<file path="config.mk">
export PLATFORM = sky130hd
export DESIGN_NAME = fetch_redirect_ctrl_flat
export DESIGN_NICKNAME = d
export VERILOG_FILES = /design/src/rtl/fetch_redirect_ctrl_if.sv /design/src/rtl/fetch_redirect_ctrl.sv /design/src/flat_wrapper.sv
export SDC_FILE = /design/constraint.sdc
export NUM_CORES = 1
export LEC_CHECK = 0
export ABC_AREA = 1
export ABC_CLOCK_PERIOD_IN_PS = 2500
export BUFFER_PORTS_ARGS = -buffer_cell sky130_fd_sc_hd__buf_2
export CAP_MARGIN = 20
export CORE_MARGIN = 1
export CORE_UTILIZATION = 41
export DETAILED_ROUTE_END_ITERATION = 10
export PLACE_DENSITY = 0.74
export RECOVER_POWER = 50
export SLEW_MARGIN = 10
export SYNTH_ARGS = -nofsm -noshare
export SYNTH_HDL_FRONTEND = slang
export SYNTH_SLANG_ARGS = --single-unit
</file>
<file path="constraint.sdc">
create_clock -name clk -period 2.5 [get_ports clk]
set_input_delay 0.125 -clock clk [delete_from_list [all_inputs] [get_ports clk]]
set_output_delay 0.125 -clock clk [all_outputs]
set_load 0.005 [all_outputs]
</file>
<file path="src/rtl/fetch_redirect_ctrl_if.sv">
// rtl/fetch_redirect_ctrl_if.sv - PC-control bundle between fetch_redirect_ctrl and its pipeline neighbours
//
// Groups the redirect/hazard inputs and the PC-control / flush / counter outputs.
//   slave  : the controller (consumes redirects and hazards, drives PC controls)
//   master : the surrounding pipeline (drives redirects and hazards, consumes PC controls)
interface fetch_redirect_ctrl_if #(
    parameter int CNT_W = 16
);
    logic [31:0]      pc_curr;
    logic             branch_taken;
    logic [31:0]      branch_target;
    logic             jump_req;
    logic [31:0]      jump_target;
    logic             load_use_hazard;
    logic             imem_wait;
    logic             stall;
    logic             jump_cs;
    logic [31:0]      Next_pc;
    logic             flush_ifid;
    logic             flush_idex;
    logic [CNT_W-1:0] redirect_cnt;
    logic [CNT_W-1:0] stall_cnt;

    modport slave (
        input  pc_curr, branch_taken, branch_target, jump_req, jump_target,
               load_use_hazard, imem_wait,
        output stall, jump_cs, Next_pc, flush_ifid, flush_idex,
               redirect_cnt, stall_cnt
    );

    modport master (
        output pc_curr, branch_taken, branch_target, jump_req, jump_target,
               load_use_hazard, imem_wait,
        input  stall, jump_cs, Next_pc, flush_ifid, flush_idex,
               redirect_cnt, stall_cnt
    );
endinterface

</file>
<file path="src/rtl/fetch_redirect_ctrl.sv">
// rtl/fetch_redirect_ctrl.sv - PC redirect/stall arbitration with pending-redirect hold and perf counters
//
// Ports:
//   clk    : clock, all state updates on posedge
//   rst_n  : synchronous active-low reset
//   bus    : fetch_redirect_ctrl_if.slave
//            in : pc_curr, branch_taken/branch_target, jump_req/jump_target,
//                 load_use_hazard, imem_wait
//            out: stall, jump_cs, Next_pc, flush_ifid, flush_idex,
//                 redirect_cnt, stall_cnt
// All PC controls are combinational so the PC register acts on them in the same cycle.
module fetch_redirect_ctrl #(
    parameter logic [31:0] RESET_VECTOR = 32'd0,
    parameter int          CNT_W        = 16
) (
    input  logic                  clk,
    input  logic                  rst_n,
    fetch_redirect_ctrl_if.slave  bus
);
    localparam logic [0:0] S_IDLE    = 1'b0;
    localparam logic [0:0] S_PENDING = 1'b1;

    localparam logic [CNT_W-1:0] CNT_MAX = {CNT_W{1'b1}};

    logic [0:0]  state, state_d;
    logic [31:0] pend_target, pend_target_d;
    logic        pend_ex, pend_ex_d;

    logic [CNT_W-1:0] redirect_cnt_q, stall_cnt_q;

    logic        stall_src;
    logic        live_valid;
    logic [31:0] live_target;
    logic        issue_ex;
    logic        stall_c, jump_cs_c;
    logic [31:0] next_pc_c;
    logic        redirect_fire;

    // A taken EX branch squashes the instruction that would have caused the
    // load-use stall, so it cancels that stall source.
    assign stall_src   = bus.imem_wait | (bus.load_use_hazard & ~bus.branch_taken);

    // Older (EX) instruction wins over the younger (ID) one.
    assign live_valid  = bus.branch_taken | bus.jump_req;
    assign live_target = bus.branch_taken ? bus.branch_target : bus.jump_target;

    always_comb begin
        state_d       = state;
        pend_target_d = pend_target;
        pend_ex_d     = pend_ex;
        stall_c       = stall_src;
        jump_cs_c     = 1'b0;
        next_pc_c     = bus.pc_curr + 32'd1;
        issue_ex      = 1'b0;

        case (state)
            S_IDLE: begin
                if (live_valid) begin
                    if (!stall_src) begin
                        jump_cs_c = 1'b1;
                        next_pc_c = live_target;
                        issue_ex  = bus.branch_taken;
                    end else begin
                        pend_target_d = live_target;
                        pend_ex_d     = bus.branch_taken;
                        state_d       = S_PENDING;
                    end
                end
            end
            default: begin
                if (stall_src) begin
                    // Only an older EX branch may displace a held ID jump.
                    if (!pend_ex && bus.branch_taken) begin
                        pend_target_d = bus.branch_target;
                        pend_ex_d     = 1'b1;
                    end
                end else begin
                    jump_cs_c = 1'b1;
                    state_d   = S_IDLE;
                    if (!pend_ex && bus.branch_taken) begin
                        next_pc_c = bus.branch_target;
                        issue_ex  = 1'b1;
                    end else begin
                        next_pc_c = pend_target;
                        issue_ex  = pend_ex;
                    end
                end
            end
        endcase
    end

    assign redirect_fire = jump_cs_c & ~stall_c;

    // During reset the PC is loaded with the reset vector and both pipeline
    // registers are squashed.
    always_comb begin
        if (!rst_n) begin
            bus.stall      = 1'b0;
            bus.jump_cs    = 1'b1;
            bus.Next_pc    = RESET_VECTOR;
            bus.flush_ifid = 1'b1;
            bus.flush_idex = 1'b1;
        end else begin
            bus.stall      = stall_c;
            bus.jump_cs    = jump_cs_c;
            bus.Next_pc    = next_pc_c;
            bus.flush_ifid = redirect_fire;
            bus.flush_idex = redirect_fire & issue_ex;
        end
    end

    always_ff @(posedge clk) begin
        if (!rst_n) begin
            state          <= S_IDLE;
            pend_target    <= 32'd0;
            pend_ex        <= 1'b0;
            redirect_cnt_q <= '0;
            stall_cnt_q    <= '0;
        end else begin
            state       <= state_d;
            pend_target <= pend_target_d;
            pend_ex     <= pend_ex_d;
            if (redirect_fire && redirect_cnt_q != CNT_MAX)
                redirect_cnt_q <= redirect_cnt_q + 1'b1;
            if (stall_c && stall_cnt_q != CNT_MAX)
                stall_cnt_q <= stall_cnt_q + 1'b1;
        end
    end

    assign bus.redirect_cnt = redirect_cnt_q;
    assign bus.stall_cnt    = stall_cnt_q;
endmodule

</file>
<file path="src/flat_wrapper.sv">
// flat-port wrapper written by rule: the top's interface ports become plain ports
module fetch_redirect_ctrl_flat 
#(
    parameter logic [31:0] RESET_VECTOR = 32'd0,
    parameter int          CNT_W        = 16
)
  (clk, rst_n, bus_pc_curr, bus_branch_taken, bus_branch_target, bus_jump_req, bus_jump_target, bus_load_use_hazard, bus_imem_wait, bus_stall, bus_jump_cs, bus_Next_pc, bus_flush_ifid, bus_flush_idex, bus_redirect_cnt, bus_stall_cnt);
  fetch_redirect_ctrl_if #(.CNT_W(CNT_W)) bus_i ();
  input  logic clk;
  input  logic rst_n;
  input wire logic [$bits(bus_i.pc_curr)-1:0] bus_pc_curr;
  input wire logic [$bits(bus_i.branch_taken)-1:0] bus_branch_taken;
  input wire logic [$bits(bus_i.branch_target)-1:0] bus_branch_target;
  input wire logic [$bits(bus_i.jump_req)-1:0] bus_jump_req;
  input wire logic [$bits(bus_i.jump_target)-1:0] bus_jump_target;
  input wire logic [$bits(bus_i.load_use_hazard)-1:0] bus_load_use_hazard;
  input wire logic [$bits(bus_i.imem_wait)-1:0] bus_imem_wait;
  output wire logic [$bits(bus_i.stall)-1:0] bus_stall;
  output wire logic [$bits(bus_i.jump_cs)-1:0] bus_jump_cs;
  output wire logic [$bits(bus_i.Next_pc)-1:0] bus_Next_pc;
  output wire logic [$bits(bus_i.flush_ifid)-1:0] bus_flush_ifid;
  output wire logic [$bits(bus_i.flush_idex)-1:0] bus_flush_idex;
  output wire logic [$bits(bus_i.redirect_cnt)-1:0] bus_redirect_cnt;
  output wire logic [$bits(bus_i.stall_cnt)-1:0] bus_stall_cnt;
  assign bus_i.pc_curr = bus_pc_curr;
  assign bus_i.branch_taken = bus_branch_taken;
  assign bus_i.branch_target = bus_branch_target;
  assign bus_i.jump_req = bus_jump_req;
  assign bus_i.jump_target = bus_jump_target;
  assign bus_i.load_use_hazard = bus_load_use_hazard;
  assign bus_i.imem_wait = bus_imem_wait;
  assign bus_stall = bus_i.stall;
  assign bus_jump_cs = bus_i.jump_cs;
  assign bus_Next_pc = bus_i.Next_pc;
  assign bus_flush_ifid = bus_i.flush_ifid;
  assign bus_flush_idex = bus_i.flush_idex;
  assign bus_redirect_cnt = bus_i.redirect_cnt;
  assign bus_stall_cnt = bus_i.stall_cnt;
  fetch_redirect_ctrl #(.RESET_VECTOR(RESET_VECTOR), .CNT_W(CNT_W)) u_core (.clk(clk), .rst_n(rst_n), .bus(bus_i));
endmodule
</file>
==> results of run 1 <==
-- critical path, stage by stage, from the launching register on --
cell      delay [ns]
dfxtp_1         0.32
inv_2           0.30
buf_4           0.39
nand2_1         0.09
a21oi_1         0.16
a211oi_1        0.09
o21ai_0         0.16
inv_1           0.06
buf_2           0.13
-- Yosys cell counts (all sizes together) --
| master | instances | area [um^2] |
|---|---|---|
| a211oi | 17 | 133 |
| a21oi | 74 | 370 |
| a221oi | 1 | 8.76 |
| a22oi | 2 | 15.0 |
| a31o | 2 | 17.5 |
| a31oi | 3 | 18.8 |
| a32o | 1 | 10.0 |
| buf | 20 | 139 |
| clkbuf | 27 | 103 |
| clkinv | 1 | 5.00 |
| dfxtp | 66 | 1320 |
| ha | 3 | 37.5 |
| inv | 98 | 373 |
| mux2i | 1 | 10.0 |
| nand2 | 366 | 1430 |
| nand3 | 74 | 380 |
| nand3b | 2 | 15.0 |
| nand4 | 6 | 37.5 |
| nor2 | 132 | 529 |
| nor3 | 16 | 90.1 |
| nor3b | 1 | 7.51 |
| o211ai | 19 | 143 |
| o21ai | 76 | 380 |
| o21bai | 6 | 45.0 |
| o311ai | 1 | 8.76 |
| or2 | 3 | 18.8 |
| xnor2 | 7 | 61.3 |
| xor2 | 16 | 140 |
-- how the worst max path moves through the flow --
stage / from / end / slack (ns) / cells past startpoint
after floorplan: u_core.bus.redirect_cnt[0]$_SDFFE_PN0P_ / u_core.bus.redirect_cnt[1]$_SDFFE_PN0P_ / 0.88 / 9
after global placement: bus_branch_taken / bus_Next_pc[1] / 0.57 / 10
after detailed placement: bus_branch_taken / bus_Next_pc[0] / 0.55 / 10
after CTS: u_core.state$_SDFF_PN0_ / bus_Next_pc[14] / 0.32 / 8
after global routing: u_core.state$_SDFF_PN0_ / bus_Next_pc[14] / 0.17 / 8
final: u_core.state$_SDFF_PN0_ / bus_Next_pc[14] / 0.32 / 8
-- kinds of logic (layout without fill, tap and decap cells) --
| logic type | count (synthesis) | after routing |
|---|---|---|
| adders and majority gates | 3 | 3 |
| and+or+nand+nor | 600 | 600 |
| AOI/OAI and AO/OA | 202 | 202 |
| DFF | 66 | 66 |
| other | 0 | 1 |
| muxes | 1 | 1 |
| xor gates and xnor gates | 23 | 23 |
| buffers and inverters | 146 | 295 |
-- flip-flops by register name (all words and copies together) (netlist names) --
name	count
u_core.pend_target	32
u_core.bus.redirect_cnt	16
u_core.bus.stall_cnt	16
u_core.pend_ex	1
u_core.state	1
-- power by group --
group / internal, uW / switching (uW) / leakage, uW / total [uW]
clock: 896 / 473 / 0.000152 / 1370
sequential: 1130 / 37.4 / 0.000541 / 1170
combinational: 341 / 602 / 0.00265 / 943
total: 2370 / 1110 / 0.00334 / 3480
-- cell usage in the layout, fill, tap and decap left out, types with 3 or more instances in the layout --
master and instances:
nand2_1 359, buf_2 145, nor2_1 126, inv_1 90
o21ai_0 76, a21oi_1 74, nand3_1 72, dfxtp_1 66
clkbuf_1 25, o211ai_1 19, a211oi_1 16, xor2_1 16
nor3_1 15, buf_4 10, clkbuf_16 9, xnor2_1 7
nand4_1 6, o21bai_1 6, inv_2 5, nor2_2 4
nand2_4 4, a31oi_1 3, ha_1 3
-- per-layer routing --
| layer | wire length (um) | part of all wire | global-route usage | up-vias |
|---|---|---|---|---|
| li1 | - | - | - | 3671 |
| met1 | 8430 | 0.44 | 0.354 | 3129 |
| met2 | 8780 | 0.46 | 0.425 | 290 |
| met3 | 1130 | 0.059 | 0.0395 | 48 |
| met4 | 661 | 0.035 | 0.117 | 0 |
| met5 | 0 | 0 | 0 | - |
-- cell type report --
| class | count | area share |
|---|---|---|
| Antenna cell | 1 | 0.000354 |
| Clock buffer | 11 | 0.0344 |
| Clock inverter | 4 | 0.0108 |
| Inverter | 99 | 0.0535 |
| Multi-Input combinational cell | 829 | 0.552 |
| Sequential cell | 66 | 0.187 |
| Tap cell | 180 | 0.0319 |
| Timing Repair Buffer | 181 | 0.130 |
-- metrics by stage --
stage / total power, uW / std cells
after floorplan: 1810 / 1041
after global placement: 2120 / 1355
after detailed placement: 2130 / 1355
after CTS: 3500 / 1370
after global routing: 3670 / 1371
final: 3480 / 1371
==> run_results.csv, run 1 <==
group,metric,value,unit
status,status,"finished clean",
synthesis,syn_avg_cell_area,5.61,um^2
timing,max_freq,0.459,GHz
clock_tree,clockRootBuffer,"clkbuf_16",
timing,slew_viol_final,0,
synthesis,syn_nets,1146,
timing,finalHoldViolCount,0,
timing,setup-tns-final,0,ns
drt,drt_iter0_drc,508,
drt,drcViolationCount,0,
clock_tree,htreeDepth,3,
critical_path,cp.arrival,2.05,ns
power_and_ir_drop,power_density,493,nW/um^2
clock_tree,cts_hold_buf,0,
place,place_congestion,0.928,
synthesis,syn_area,5840,um^2
power_and_ir_drop,p_leak,0.00334,uW
power_and_ir_drop,ir_drop,352,uV
timing,tightest_slew,0.707,ns
clock_tree,numClockSinks,66,
timing,setup_viol,0,
global_routing,grt_max_degree,55,
finish,regArea,1320,um^2
clock_tree,path_clk_slew,0.06,ns
timing,layout_setup_ws,0.322,ns
drt,ant_nets,0,
clock_tree,clk_latency,0.34,ns
drt,post_drt_via_cell_ratio,5.21,
drt,num_vias,7138,
worst_hold_path,hp-start,"bus_jump_target[5]",
flow_run,maxCapViolCount,0,
critical_path,ff2ff_setup_slack,0.53,ns
clock_tree,cts_resized,0,
clock_tree,cts_buffers,9,
clock_tree,postCtsSetupBuffers,0,
clock_tree,cts_tree,"built",
finish,layout-drive-gt1-share,0.167,
critical_path,critPathRequiredTime,2.38,ns
floorplan,die_h,121,um
timing,fin_crit,2.18,ns
global_routing,grt-ovfl-total,0,
synthesis,muxShareOfSynthArea,0.00171,
place,pre_cts_ws,0.554,ns
synthesis,seq_area_frac_synth,0.226,
synthesis,syn_inst,1041,
global_routing,grt_pass1_vias,6371,
timing,rsz0062_at_grt,"false",
drt,dr.pass1.iters,5,
worst_hold_path,hold_path.class,"primary input to flip-flop",
finish,area_delta_synth_final,20.8,%
critical_path,worst_r2r_path_depth,8,
worst_hold_path,hold_depth,5,
timing,finalCritPeriodShare,0.871,
place,placed_area,6780,um^2
place,numPortBuffers,169,
drt,routed_wl,19.0,mm
floorplan,ioPinCount,170,
global_routing,grt_usage,0.266,
timing,whs,0.202,ns
global_routing,grt_first_pass_wirelength,31.1,mm
synthesis,yosys_register_bits,66,
floorplan,start_util,0.421,
critical_path,setup.worst_path.end_class,"output port",
floorplan,fp-row-count,43,
finish,nets,1291,
critical_path,r2r-end,"u_core.bus.stall_cnt[3]$_SDFFE_PN0P_",
timing,slew_headroom,0.529,
critical_path,criticalPathCategory,"flip-flop to output port",
critical_path,rr_startpoint,"u_core.bus.stall_cnt[1]$_SDFFE_PN0P_",
global_routing,antenna_found_initial,1,
clock_tree,clk_path_buf_depth,2,
finish,fin_util,0.509,
synthesis,synth_compound_gate_area_share,0.197,
drt,routedWlPerCell,13.9,um
floorplan,dieArea,14700,um^2
finish,design_area,7060,um^2
synthesis,synth_cell_types,44,
place,place_hpwl,14.4,mm
synthesis,synth_xor_area_frac,0.0345,
floorplan,core-area,13900,um^2
critical_path,path_max_fanout,34,
finish,multi_input_area,3900,um^2
worst_hold_path,worstHoldEndpoint,"u_core.pend_target[5]$_SDFFE_PN0P_",
finish,fillers,1519,
synthesis,ys.warnings.count,0,
synthesis,synthSimpleGateAreaFrac,0.428,
critical_path,cp-start-kind,"flip-flop",
synthesis,synth_top_family_by_area,"simple AND/OR/NAND/NOR gates",
floorplan,die_x,121,um
timing,fin_skew,0.00916,ns
synthesis,synthAdderAreaFrac,0.00642,
Note: power is estimated with default switching activity, not from simulation.
==> run 2, diff against run 1 <==
Settings changed: ABC_AREA 1 to not set, CORE_MARGIN 1 to 5, PLACE_DENSITY 0.74 to 0.75.
==> run 2 against run 1 <==
  * The run now ends with capacitance limit, slew limit left
  * Cell area is 8.2% lower
  * Final cell count decreased by 26%
  * Clock skew is 0.0019 ns lower
  * Largest cell class unchanged
==> run_results.csv, run 2 <==
group,metric,value,unit
timing,layout_setup_ws,0.270,ns
synthesis,syn_area,5170,um^2
drt,routed_wl,16.9,mm
clock_tree,numClockSinks,66,
critical_path,path_max_fanout,12,
drt,dr_wl_met3,1.50,mm
critical_path,criticalPathCategory,"flip-flop to output port",
synthesis,yosys-top-cells-area,"dfxtp_1 (26%), mux2i_1 (10%), nand2_1 (7.3%)",
worst_hold_path,hold_depth,3,
drt,highest_layer,"met5",
drt,routedWlPerCell,16.7,um
critical_path,cp_common_cell,"nand2_1",
critical_path,critPathRequiredTime,2.38,ns
timing,tightest_slew,1.54,ns
finish,design_area,6480,um^2
place,pre_cts_ws,0.583,ns
place,place_hpwl,12.5,mm
global_routing,grt_first_pass_wirelength,26.9,mm
floorplan,fp-row-count,41,
timing,finalCritPeriodShare,0.892,
timing,setup-tns-final,0,ns
timing,slew_viol_final,23,
drt,drcViolationCount,0,
power_and_ir_drop,p_leak,0.00262,uW
finish,nets,946,
place,place_congestion,0.837,
synthesis,yosys_register_bits,66,
critical_path,cp_cell_sequence,"nor2b_4 > buf_4 > nand2_1 > nand3_1 > nand2_1 > a221oi_1 > buf_2",
timing,slew_headroom,-0.0368,
synthesis,synth_top_area_cell,"dfxtp_1",
clock_tree,cts_tree,"built",
global_routing,grt_max_degree,35,
floorplan,dieArea,15000,um^2
global_routing,antenna_found_initial,2,
synthesis,synthArstFlopShare,0,
drt,post_drt_via_cell_ratio,5.72,
floorplan,ioPinCount,170,
clock_tree,clk_latency,0.32,ns
synthesis,synthFlopType,"dfxtp_1",
finish,layout-drive-gt1-share,0.265,
synthesis,syn_inst,688,
floorplan,core-area,12500,um^2
critical_path,critPathMaxStageDelay,0.38,ns
timing,setup_viol,0,
synthesis,syn_avg_cell_area,7.51,um^2
clock_tree,postCtsSetupBuffers,0,
floorplan,start_util,0.415,
synthesis,ys.warnings.count,0,
drt,ant_nets,0,
place,numPortBuffers,169,
global_routing,grt_usage,0.222,
critical_path,cp_slowest_cell,"nor2b_4",
finish,diodes,0,
synthesis,seq_area_frac_synth,0.256,
critical_path,rr_startpoint,"u_core.state$_SDFF_PN0_",
clock_tree,cts_hold_buf,0,
drt,num_vias,5813,
clock_tree,cts_buffers,9,
finish,final_cell_mix,"buf_2 (145), nand2_1 (101), dfxtp_1 (66)",
drt,wl_met2,8.20,mm
timing,rsz0062_at_grt,"false",
finish,largest_reg_flops,32,
global_routing,grt-ovfl-total,0,
timing,fin_crit,2.23,ns
timing,max_freq,0.448,GHz
timing,whs,0.173,ns
synthesis,synth.most_common_cell,"nand2_1",
timing,fin_skew,0.00723,ns
synthesis,synth_top_area_frac,0.256,
critical_path,ff2ff_setup_slack,0.27,ns
clock_tree,clockRootBuffer,"clkbuf_16",
synthesis,ys_top_cells_by_count,"nand2_1 (101), dfxtp_1 (66), a21oi_1 (52), mux2i_1 (52), nor2_1 (40)",
drt,wirelength_met1,7.06,mm
timing,finalHoldViolCount,0,
drt,drt_iter0_drc,412,
clock_tree,clk_path_buf_depth,2,
synthesis,synth_edf_count,0,
critical_path,cp.arrival,2.11,ns
worst_hold_path,hold_path.class,"primary input to flip-flop",
worst_hold_path,hp-start,"bus_branch_taken",
critical_path,setup.worst_path.end_class,"output port",
place,placed_area,6240,um^2
status,violations,"capacitance limit, slew limit",
status,status,"finished with violations",
power_and_ir_drop,power_density,473,nW/um^2
clock_tree,cts_resized,0,
synthesis,synth_cell_types,56,
critical_path,worst_r2r_path_depth,6,
clock_tree,path_clk_slew,0.05,ns
finish,area_delta_synth_final,25.4,%
critical_path,cp-start-kind,"flip-flop",
drt,dr.pass1.iters,5,
floorplan,die_h,122,um
clock_tree,htreeDepth,3,
global_routing,grt_pass1_vias,5438,
finish,final_common_cell,"buf_2",
power_and_ir_drop,ir_drop,387,uV
worst_hold_path,worstHoldEndpoint,"u_core.pend_ex$_SDFFE_PN0P_",
flow_run,maxCapViolCount,1,
synthesis,syn_nets,793,
critical_path,r2r-end,"u_core.pend_target[1]$_SDFFE_PN0P_",
finish,largest_register,"u_core.pend_target",
floorplan,die_x,122,um
-- run 2: area by class of cell --
cell class              instances  area (um^2)
clock inverters                 3         42.5
multi-input cells             563         3630
well taps                     172          215
fillers                      1271         5990
flip-flops and latches         66         1320
inverters                       8         30.0
repair buffers                193         1000
clock buffers                  11          233
-- run 2: critical path, delay by kind of cell (launching register included) --
kind,cells,cell delay (ns)
DFF,1,0.37
and+or+nand+nor,4,0.59
buffers and inverters,2,0.51
AOI/OAI and AO/OA,1,0.31
-- run 2: cells by family (layout without fill, tap and decap cells) --
kind of cell / Yosys count / after routing / synth area share
flops: 66 / 66 / 0.256
buf+inv: 59 / 215 / 0.0465
fa+ha+maj: 3 / 3 / 0.00726
mux: 54 / 54 / 0.105
compound gates: 170 / 170 / 0.220
xor+xnor: 39 / 39 / 0.0661
simple gates: 297 / 297 / 0.299
-- run 2: worst max-delay path by stage --
| stage | cells after the start | slack (ns) | from | to |
|---|---|---|---|---|
| after floorplan | 6 | 0.57 | u_core.bus.stall_cnt[0]$_SDFFE_PN0P_ | u_core.bus.stall_cnt[2]$_SDFFE_PN0P_ |
| after global placement | 7 | 0.61 | bus_branch_taken | bus_Next_pc[25] |
| after detailed placement | 6 | 0.58 | u_core.bus.redirect_cnt[0]$_SDFFE_PN0P_ | u_core.bus.redirect_cnt[3]$_SDFFE_PN0P_ |
| after CTS | 6 | 0.27 | u_core.pend_ex$_SDFFE_PN0P_ | bus_Next_pc[25] |
| after global routing | 5 | 0.09 | u_core.state$_SDFF_PN0_ | u_core.pend_target[0]$_SDFFE_PN0P_ |
| final | 7 | 0.27 | u_core.pend_ex$_SDFFE_PN0P_ | bus_Next_pc[14] |
-- run 2: layer usage --
layer / track usage / vias up
met5: 0 / -
met4: 0.0441 / 4
met3: 0.0576 / 20
met2: 0.381 / 232
met1: 0.282 / 2725
li1: - / 2832
-- run 2: per-stage QoR --
| stage | util | cells | power [uW] |
|---|---|---|---|
| floorplan | - | 688 | 1580 |
| global placement | 0.501 | 1002 | 1890 |
| detailed placement | 0.501 | 1002 | 1900 |
| CTS | 0.523 | 1016 | 3100 |
| global route | 0.520 | 1016 | 3230 |
| finish | 0.520 | 1016 | 3070 |
-- run 2: report_power, final --
part / internal, uW / total (uW) / switching (uW)
sequential: 1100 / 1130 / 31.0
clock: 759 / 1190 / 429
combinational: 324 / 747 / 423
